--- src/rtl/reorder_buffer_if.sv ---
// Entry type for the reorder buffer head slot, plus the dispatch/CDB/lookup/commit
// bundle that connects the buffer to the pipeline.
package reorder_buffer_pkg;

    // "type" is reserved in SystemVerilog, so the instruction-type field is entry_type.
    typedef struct packed {
        logic [1:0]  entry_type;
        logic        branch_pred;
        logic        branch_result;
        logic [31:0] destination;
        logic [31:0] value;
        logic [3:0]  ROB_number;
    } ROB_entry_t;

endpackage

interface reorder_buffer_if;
    import reorder_buffer_pkg::*;

    logic        alloc_en;
    logic [1:0]  alloc_type;
    logic [31:0] alloc_dest;
    logic        alloc_pred;
    logic [3:0]  alloc_rob;
    logic        rob_full;
    logic        rob_empty;

    logic        cdb_valid;
    logic [3:0]  cdb_rob;
    logic [31:0] cdb_value;
    logic        cdb_branch_result;

    logic [3:0]  qj_rob;
    logic [3:0]  qk_rob;
    logic        qj_ready;
    logic [31:0] qj_value;
    logic        qk_ready;
    logic [31:0] qk_value;

    ROB_entry_t  head;
    logic        rob_head_ready;
    logic        rd_en;
    logic        flush;

    modport master (
        output alloc_en, alloc_type, alloc_dest, alloc_pred,
        input  alloc_rob, rob_full, rob_empty,
        output cdb_valid, cdb_rob, cdb_value, cdb_branch_result,
        output qj_rob, qk_rob,
        input  qj_ready, qj_value, qk_ready, qk_value,
        input  head, rob_head_ready,
        output rd_en, flush
    );

    modport slave (
        input  alloc_en, alloc_type, alloc_dest, alloc_pred,
        output alloc_rob, rob_full, rob_empty,
        input  cdb_valid, cdb_rob, cdb_value, cdb_branch_result,
        input  qj_rob, qk_rob,
        output qj_ready, qj_value, qk_ready, qk_value,
        output head, rob_head_ready,
        input  rd_en, flush
    );

endinterface

--- src/rtl/reorder_buffer.sv ---
// 16-entry circular reorder buffer: in-order allocate at tail, out-of-order
// completion by tag from the CDB, in-order retire at head, flush on mispredict.
module reorder_buffer
    import reorder_buffer_pkg::*;
#(
    parameter int unsigned DEPTH = 16
) (
    input  logic               clk,
    input  logic               rst_n,
    reorder_buffer_if.slave    rob_if
);

    logic [DEPTH-1:0] valid_q, valid_d;
    logic [DEPTH-1:0] ready_q, ready_d;
    logic [DEPTH-1:0] pred_q,  pred_d;
    logic [DEPTH-1:0] bres_q,  bres_d;
    logic [1:0]       type_q  [DEPTH];
    logic [1:0]       type_d  [DEPTH];
    logic [31:0]      dest_q  [DEPTH];
    logic [31:0]      dest_d  [DEPTH];
    logic [31:0]      value_q [DEPTH];
    logic [31:0]      value_d [DEPTH];

    logic [3:0]       head_ptr_q, head_ptr_d;
    logic [3:0]       tail_ptr_q, tail_ptr_d;
    logic [4:0]       count_q,    count_d;

    logic             full;
    logic             empty;
    logic             do_alloc;
    logic             do_deq;
    logic             do_cdb;

    assign full     = (count_q == 5'd16);
    assign empty    = (count_q == 5'd0);
    assign do_alloc = rob_if.alloc_en & ~full;
    assign do_deq   = rob_if.rd_en & ~empty;
    assign do_cdb   = rob_if.cdb_valid & valid_q[rob_if.cdb_rob];

    // Dequeue is applied after the CDB write so it wins on the same slot.
    always_comb begin
        valid_d    = valid_q;
        ready_d    = ready_q;
        pred_d     = pred_q;
        bres_d     = bres_q;
        type_d     = type_q;
        dest_d     = dest_q;
        value_d    = value_q;
        head_ptr_d = head_ptr_q;
        tail_ptr_d = tail_ptr_q;
        count_d    = count_q;

        if (rob_if.flush) begin
            valid_d    = '0;
            ready_d    = '0;
            head_ptr_d = '0;
            tail_ptr_d = '0;
            count_d    = '0;
        end else begin
            if (do_cdb) begin
                ready_d[rob_if.cdb_rob] = 1'b1;
                value_d[rob_if.cdb_rob] = rob_if.cdb_value;
                bres_d[rob_if.cdb_rob]  = rob_if.cdb_branch_result;
            end

            if (do_deq) begin
                valid_d[head_ptr_q] = 1'b0;
                ready_d[head_ptr_q] = 1'b0;
                head_ptr_d          = head_ptr_q + 4'd1;
            end

            if (do_alloc) begin
                valid_d[tail_ptr_q] = 1'b1;
                ready_d[tail_ptr_q] = 1'b0;
                type_d[tail_ptr_q]  = rob_if.alloc_type;
                dest_d[tail_ptr_q]  = rob_if.alloc_dest;
                pred_d[tail_ptr_q]  = rob_if.alloc_pred;
                value_d[tail_ptr_q] = '0;
                bres_d[tail_ptr_q]  = 1'b0;
                tail_ptr_d          = tail_ptr_q + 4'd1;
            end

            case ({do_alloc, do_deq})
                2'b10:   count_d = count_q + 5'd1;
                2'b01:   count_d = count_q - 5'd1;
                default: count_d = count_q;
            endcase
        end
    end

    always_ff @(posedge clk) begin
        if (!rst_n) begin
            valid_q    <= '0;
            ready_q    <= '0;
            pred_q     <= '0;
            bres_q     <= '0;
            for (int unsigned i = 0; i < DEPTH; i++) begin
                type_q[i]  <= '0;
                dest_q[i]  <= '0;
                value_q[i] <= '0;
            end
            head_ptr_q <= '0;
            tail_ptr_q <= '0;
            count_q    <= '0;
        end else begin
            valid_q    <= valid_d;
            ready_q    <= ready_d;
            pred_q     <= pred_d;
            bres_q     <= bres_d;
            type_q     <= type_d;
            dest_q     <= dest_d;
            value_q    <= value_d;
            head_ptr_q <= head_ptr_d;
            tail_ptr_q <= tail_ptr_d;
            count_q    <= count_d;
        end
    end

    assign rob_if.alloc_rob = tail_ptr_q;
    assign rob_if.rob_full  = full;
    assign rob_if.rob_empty = empty;

    // Operand lookup: a same-cycle CDB hit on a valid slot bypasses the stored value.
    always_comb begin
        rob_if.qj_ready = 1'b0;
        rob_if.qj_value = '0;
        if (valid_q[rob_if.qj_rob]) begin
            if (rob_if.cdb_valid && (rob_if.cdb_rob == rob_if.qj_rob)) begin
                rob_if.qj_ready = 1'b1;
                rob_if.qj_value = rob_if.cdb_value;
            end else begin
                rob_if.qj_ready = ready_q[rob_if.qj_rob];
                rob_if.qj_value = value_q[rob_if.qj_rob];
            end
        end
    end

    always_comb begin
        rob_if.qk_ready = 1'b0;
        rob_if.qk_value = '0;
        if (valid_q[rob_if.qk_rob]) begin
            if (rob_if.cdb_valid && (rob_if.cdb_rob == rob_if.qk_rob)) begin
                rob_if.qk_ready = 1'b1;
                rob_if.qk_value = rob_if.cdb_value;
            end else begin
                rob_if.qk_ready = ready_q[rob_if.qk_rob];
                rob_if.qk_value = value_q[rob_if.qk_rob];
            end
        end
    end

    always_comb begin
        rob_if.head.entry_type    = type_q[head_ptr_q];
        rob_if.head.branch_pred   = pred_q[head_ptr_q];
        rob_if.head.branch_result = bres_q[head_ptr_q];
        rob_if.head.destination   = dest_q[head_ptr_q];
        rob_if.head.value         = value_q[head_ptr_q];
        rob_if.head.ROB_number    = head_ptr_q;
        rob_if.rob_head_ready     = valid_q[head_ptr_q] & ready_q[head_ptr_q];
    end

endmodule

--- src/flat_wrapper.sv ---
// flat-port wrapper written by rule: the top's interface ports become plain ports
module reorder_buffer_flat import reorder_buffer_pkg::*;
#(
    parameter int unsigned DEPTH = 16
)
  (clk, rst_n, rob_if_alloc_en, rob_if_alloc_type, rob_if_alloc_dest, rob_if_alloc_pred, rob_if_alloc_rob, rob_if_rob_full, rob_if_rob_empty, rob_if_cdb_valid, rob_if_cdb_rob, rob_if_cdb_value, rob_if_cdb_branch_result, rob_if_qj_rob, rob_if_qk_rob, rob_if_qj_ready, rob_if_qj_value, rob_if_qk_ready, rob_if_qk_value, rob_if_head, rob_if_rob_head_ready, rob_if_rd_en, rob_if_flush);
  reorder_buffer_if rob_if_i ();
  input  logic clk;
  input  logic rst_n;
  input wire logic [$bits(rob_if_i.alloc_en)-1:0] rob_if_alloc_en;
  input wire logic [$bits(rob_if_i.alloc_type)-1:0] rob_if_alloc_type;
  input wire logic [$bits(rob_if_i.alloc_dest)-1:0] rob_if_alloc_dest;
  input wire logic [$bits(rob_if_i.alloc_pred)-1:0] rob_if_alloc_pred;
  output wire logic [$bits(rob_if_i.alloc_rob)-1:0] rob_if_alloc_rob;
  output wire logic [$bits(rob_if_i.rob_full)-1:0] rob_if_rob_full;
  output wire logic [$bits(rob_if_i.rob_empty)-1:0] rob_if_rob_empty;
  input wire logic [$bits(rob_if_i.cdb_valid)-1:0] rob_if_cdb_valid;
  input wire logic [$bits(rob_if_i.cdb_rob)-1:0] rob_if_cdb_rob;
  input wire logic [$bits(rob_if_i.cdb_value)-1:0] rob_if_cdb_value;
  input wire logic [$bits(rob_if_i.cdb_branch_result)-1:0] rob_if_cdb_branch_result;
  input wire logic [$bits(rob_if_i.qj_rob)-1:0] rob_if_qj_rob;
  input wire logic [$bits(rob_if_i.qk_rob)-1:0] rob_if_qk_rob;
  output wire logic [$bits(rob_if_i.qj_ready)-1:0] rob_if_qj_ready;
  output wire logic [$bits(rob_if_i.qj_value)-1:0] rob_if_qj_value;
  output wire logic [$bits(rob_if_i.qk_ready)-1:0] rob_if_qk_ready;
  output wire logic [$bits(rob_if_i.qk_value)-1:0] rob_if_qk_value;
  output wire logic [$bits(rob_if_i.head)-1:0] rob_if_head;
  output wire logic [$bits(rob_if_i.rob_head_ready)-1:0] rob_if_rob_head_ready;
  input wire logic [$bits(rob_if_i.rd_en)-1:0] rob_if_rd_en;
  input wire logic [$bits(rob_if_i.flush)-1:0] rob_if_flush;
  assign rob_if_i.alloc_en = rob_if_alloc_en;
  assign rob_if_i.alloc_type = rob_if_alloc_type;
  assign rob_if_i.alloc_dest = rob_if_alloc_dest;
  assign rob_if_i.alloc_pred = rob_if_alloc_pred;
  assign rob_if_alloc_rob = rob_if_i.alloc_rob;
  assign rob_if_rob_full = rob_if_i.rob_full;
  assign rob_if_rob_empty = rob_if_i.rob_empty;
  assign rob_if_i.cdb_valid = rob_if_cdb_valid;
  assign rob_if_i.cdb_rob = rob_if_cdb_rob;
  assign rob_if_i.cdb_value = rob_if_cdb_value;
  assign rob_if_i.cdb_branch_result = rob_if_cdb_branch_result;
  assign rob_if_i.qj_rob = rob_if_qj_rob;
  assign rob_if_i.qk_rob = rob_if_qk_rob;
  assign rob_if_qj_ready = rob_if_i.qj_ready;
  assign rob_if_qj_value = rob_if_i.qj_value;
  assign rob_if_qk_ready = rob_if_i.qk_ready;
  assign rob_if_qk_value = rob_if_i.qk_value;
  assign rob_if_head = rob_if_i.head;
  assign rob_if_rob_head_ready = rob_if_i.rob_head_ready;
  assign rob_if_i.rd_en = rob_if_rd_en;
  assign rob_if_i.flush = rob_if_flush;
  reorder_buffer #(.DEPTH(DEPTH)) u_core (.clk(clk), .rst_n(rst_n), .rob_if(rob_if_i));
endmodule
--- config.mk ---
export PLATFORM = sky130hd
export DESIGN_NAME = reorder_buffer_flat
export DESIGN_NICKNAME = d
export VERILOG_FILES = /design/src/rtl/reorder_buffer_if.sv /design/src/rtl/reorder_buffer.sv /design/src/flat_wrapper.sv
export SDC_FILE = /design/constraint.sdc
export NUM_CORES = 2
export LEC_CHECK = 0
export CORE_UTILIZATION = 65
export DETAILED_ROUTE_END_ITERATION = 8
export PLACE_DENSITY = 0.83
export RECOVER_POWER = 100
export SETUP_SLACK_MARGIN = 0.05
export SLEW_MARGIN = 30
export SYNTH_ARGS = -nofsm -noshare
export SYNTH_HDL_FRONTEND = slang
export SYNTH_SLANG_ARGS = --single-unit
export TNS_END_PERCENT = 50
--- constraint.sdc ---
create_clock -name clk -period 6.7 [get_ports clk]
set_input_delay 1.675 -clock clk [delete_from_list [all_inputs] [get_ports clk]]
set_output_delay 1.675 -clock clk [all_outputs]
set_load 0.01 [all_outputs]
==> flow_metrics.env <==
export IMPL_final_common_cell="nand2_1"
export IMPL_cts_resized=0
export IMPL_cp_end_kind="flip-flop"
export IMPL_cp_max_fo=13
export IMPL_critPathLaunchType="input pin"
export IMPL_path_clk_slew_ns=0.06
export IMPL_clock_path_buffers=3
export IMPL_start_util=0.660
export IMPL_fin_crit_ns=6.64
export IMPL_insertion_delay_ns=0.74
export IMPL_ys_seq_area_frac=0.402
export IMPL_routed_wl_mm=206
export IMPL_tightest_slew_ns=3.07
export IMPL_required_ns=7.28
export IMPL_dieWidth_um=297
export IMPL_synth_edf_count=0
export IMPL_cts_made_buffers=114
export IMPL_path_class="in -> reg"
export IMPL_cts_post_setup_buffers_inserted=0
export IMPL_path_cells="dlygate4sd3_1, clkbuf_1, nor3b_1, o2111ai_4, nand2_1, clkbuf_1, nor2_1, clkbuf_2, a22o_1"
export IMPL_ys_warn_count=0
export IMPL_grt_max_degree=244
export IMPL_routabilityCongestion=0.963
export IMPL_synth_area_um2=56500
export IMPL_pre_cts_ws_ns=0.647
export IMPL_grt_usage=0.458
export IMPL_synthFlopType="dfxtp_1"
export IMPL_cp_buffers_inverters=4
export IMPL_slew_viol_final=1116
export IMPL_ir_worst_vdd_uv=226
export IMPL_die_y_um=297
export IMPL_cp_data_arrival_time_ns=7.22
export IMPL_first_iter_violations=9536
export IMPL_first_pass_iters=9
export IMPL_finalSetupViolations=0
export IMPL_hold_path_cell_count=2
export IMPL_synth_nets=5958
export IMPL_power_density_nw_per_um2=229
export IMPL_antenna_found_initial=19
export IMPL_gr_total_overflow=0
export IMPL_dp_hpwl_mm=114
export IMPL_max_freq_mhz=151
export IMPL_p_leak_nw=20.5
export IMPL_crit_family="buffers and inverters"
export IMPL_setup_ws_ns=0.0635
export IMPL_port_buffers=230
export IMPL_hold_path_endpoint="u_core.dest_q[187]"
export IMPL_ant_nets=0
export IMPL_cpMostUsedCell="clkbuf_1"
export IMPL_root_buffer="clkbuf_16"
export IMPL_cap_violations=27
export IMPL_power_total_w=0.0144
export IMPL_max_stage_delay_ns=1.36
export IMPL_setup_tns_ns=0
export IMPL_syn_area_per_cell_um2=9.64
export IMPL_wl_per_cell_um=29.7
export IMPL_r2r_end="u_core.value_q[261]"
export IMPL_status="finished, violations left"
export IMPL_ios=231
export IMPL_cts_sinks=1133
export IMPL_reg2reg_depth=6
export IMPL_clock_skew_ns=0.0545
export IMPL_drt_vias_per_instance=7.50
export IMPL_hold_buffers=0
export IMPL_htreeDepth=3
export IMPL_synth_seq_cells=1133
export IMPL_hold_slack_ns=0.452
export IMPL_grt_pass1_vias=51100
export IMPL_hold_viol=0
export IMPL_nNetsFinal=5796
export IMPL_ys_async_sr_fraction=0
export IMPL_r2r_start="u_core.count_q[1]"
export IMPL_synth_cell_types=62
export IMPL_hold_class="reg -> reg"
export IMPL_min_from="u_core.dest_q[187]"
export IMPL_violations="design-rule violations, max-capacitance violations, max-slew violations"
export IMPL_mostFrequentLayoutCells="nand2_1, dfxtp_1, a21oi_1"
export IMPL_rsz0062_at_grt="false"
export IMPL_synthCells=5860
export IMPL_die_area_um2=88100
export IMPL_period_share=0.991
export IMPL_rows=107
export IMPL_nFillCells=5600
export IMPL_core_um2=85500
export IMPL_cts_tree="built"
export IMPL_reg2reg_slack_ns=0.64
export IMPL_drc=1
export IMPL_areaGrowthSynthToFinish_pct=11.3
export IMPL_slowest_stage="clkbuf_1"
export IMPL_drive_above_1_share=0.178
export IMPL_fin_util=0.734
export IMPL_num_vias=52100
export IMPL_max_slew_margin_rel=-1.05
export IMPL_grt_pass1_wl_mm=308
## per-stage QoR
| step | area, um^2 | cells |
|---|---|---|
| 4_1_cts | 63100 | 6935 |
| 6_report | 62800 | 6945 |
| 3_3_place_gp | 59100 | 6723 |
| 5_1_grt | 62800 | 6942 |
| 3_5_place_dp | 59200 | 6725 |
| 2_1_floorplan | 56500 | 5860 |
## synthesized netlist by cell type, drive strengths merged (2+ instances only)
master	count	area, um^2
mux2i	32	320
nor4	2	12.5
xnor2	8	70.1
buf	250	1170
o31ai	26	200
o211a	3	30.0
or3	4	25.0
dfxtp	1133	22700
and3b	2	17.5
nor2	101	382
a31oi	8	50.1
nand2	1816	6870
nand3	23	135
inv	22	82.6
clkbuf	391	1470
or2	4	25.0
o2111ai	2	35.0
a22oi	159	1190
xor2	9	78.8
nand4	28	175
nand2b	9	56.3
a21o	6	45.0
nor3	13	80.1
a21oi	649	3250
a221o	2	20.0
and3	12	75.1
nor2b	12	75.1
and2	3	18.8
o211ai	4	76.3
ha	12	150
o21ai	12	60.1
nor3b	12	101
nor4b	2	32.5
o22ai	406	2920
mux4	618	13900
a2111oi	2	17.5
a22o	54	473
## cells by family after synthesis
kind of cell               Yosys count  share of synthesized area
and+or+nand+nor                   2045                      0.143
buffers and inverters              664                     0.0484
DFF                               1133                      0.402
xor gates and xnor gates            17                    0.00264
muxes                              650                      0.252
AOI/OAI and AO/OA                 1339                      0.149
adders and majority gates           12                    0.00266
## worst register-to-register path: cells and delay by family (launching register included)
family | cells | cell delay, ns
buf+inv | 1 | 0.71
compound gates | 2 | 0.69
flops | 1 | 0.40
simple gates | 3 | 4.14
## flip-flops by register name (all words and copies together), names as in the netlist
| name | cells |
|---|---|
| u_core.bres_q | 16 |
| u_core.count_q | 5 |
| u_core.dest_q | 512 |
| u_core.head_ptr_q | 4 |
| u_core.pred_q | 16 |
| u_core.ready_q | 16 |
| u_core.rob_if.alloc_rob | 4 |
| u_core.type_q | 32 |
| u_core.valid_q | 16 |
| u_core.value_q | 512 |
## final cells by class
| class | instances | area, um^2 | share of cell area |
|---|---|---|---|
| multi-input cells | 4063 | 31100 | 0.495 |
| flip-flops and latches | 1133 | 22700 | 0.361 |
| repair buffers | 363 | 3470 | 0.0553 |
| clock buffers | 164 | 3370 | 0.0537 |
| well taps | 1144 | 1430 | 0.0228 |
| clock inverters | 46 | 608 | 0.00968 |
| inverters | 23 | 106 | 0.00169 |
| diodes | 9 | 22.5 | 0.000358 |
## power breakdown
part / total (W) / internal, W / switching [W]
clock network: 0.00677 / 0.00393 / 0.00284
registers: 0.00676 / 0.00675 / 0.0000135
logic: 0.000845 / 0.000251 / 0.000594
total: 0.0144 / 0.0109 / 0.00345
## worst max-delay path by stage
stage | startpoint | endpoint | cells after the start
floorplan | rob_if_qk_rob[0] | rob_if_qk_value[10] | 7
global placement | rob_if_qk_rob[3] | rob_if_qk_value[7] | 8
detailed placement | rob_if_qk_rob[2] | rob_if_qk_value[2] | 8
CTS | rob_if_qk_rob[2] | rob_if_qk_value[2] | 8
global route | rob_if_qj_rob[3] | rob_if_qj_value[16] | 7
finish | rob_if_flush | u_core.value_q[170] | 9
## per-layer routing
metal  vias up  wire [um]  track usage
li1      20900          -            -
met1     24500      63100        0.532
met2      5043      89800        0.678
met3      1585      33200        0.170
met4        22      19700        0.375
met5         -        230            0
(Power assumes the default switching activity.)
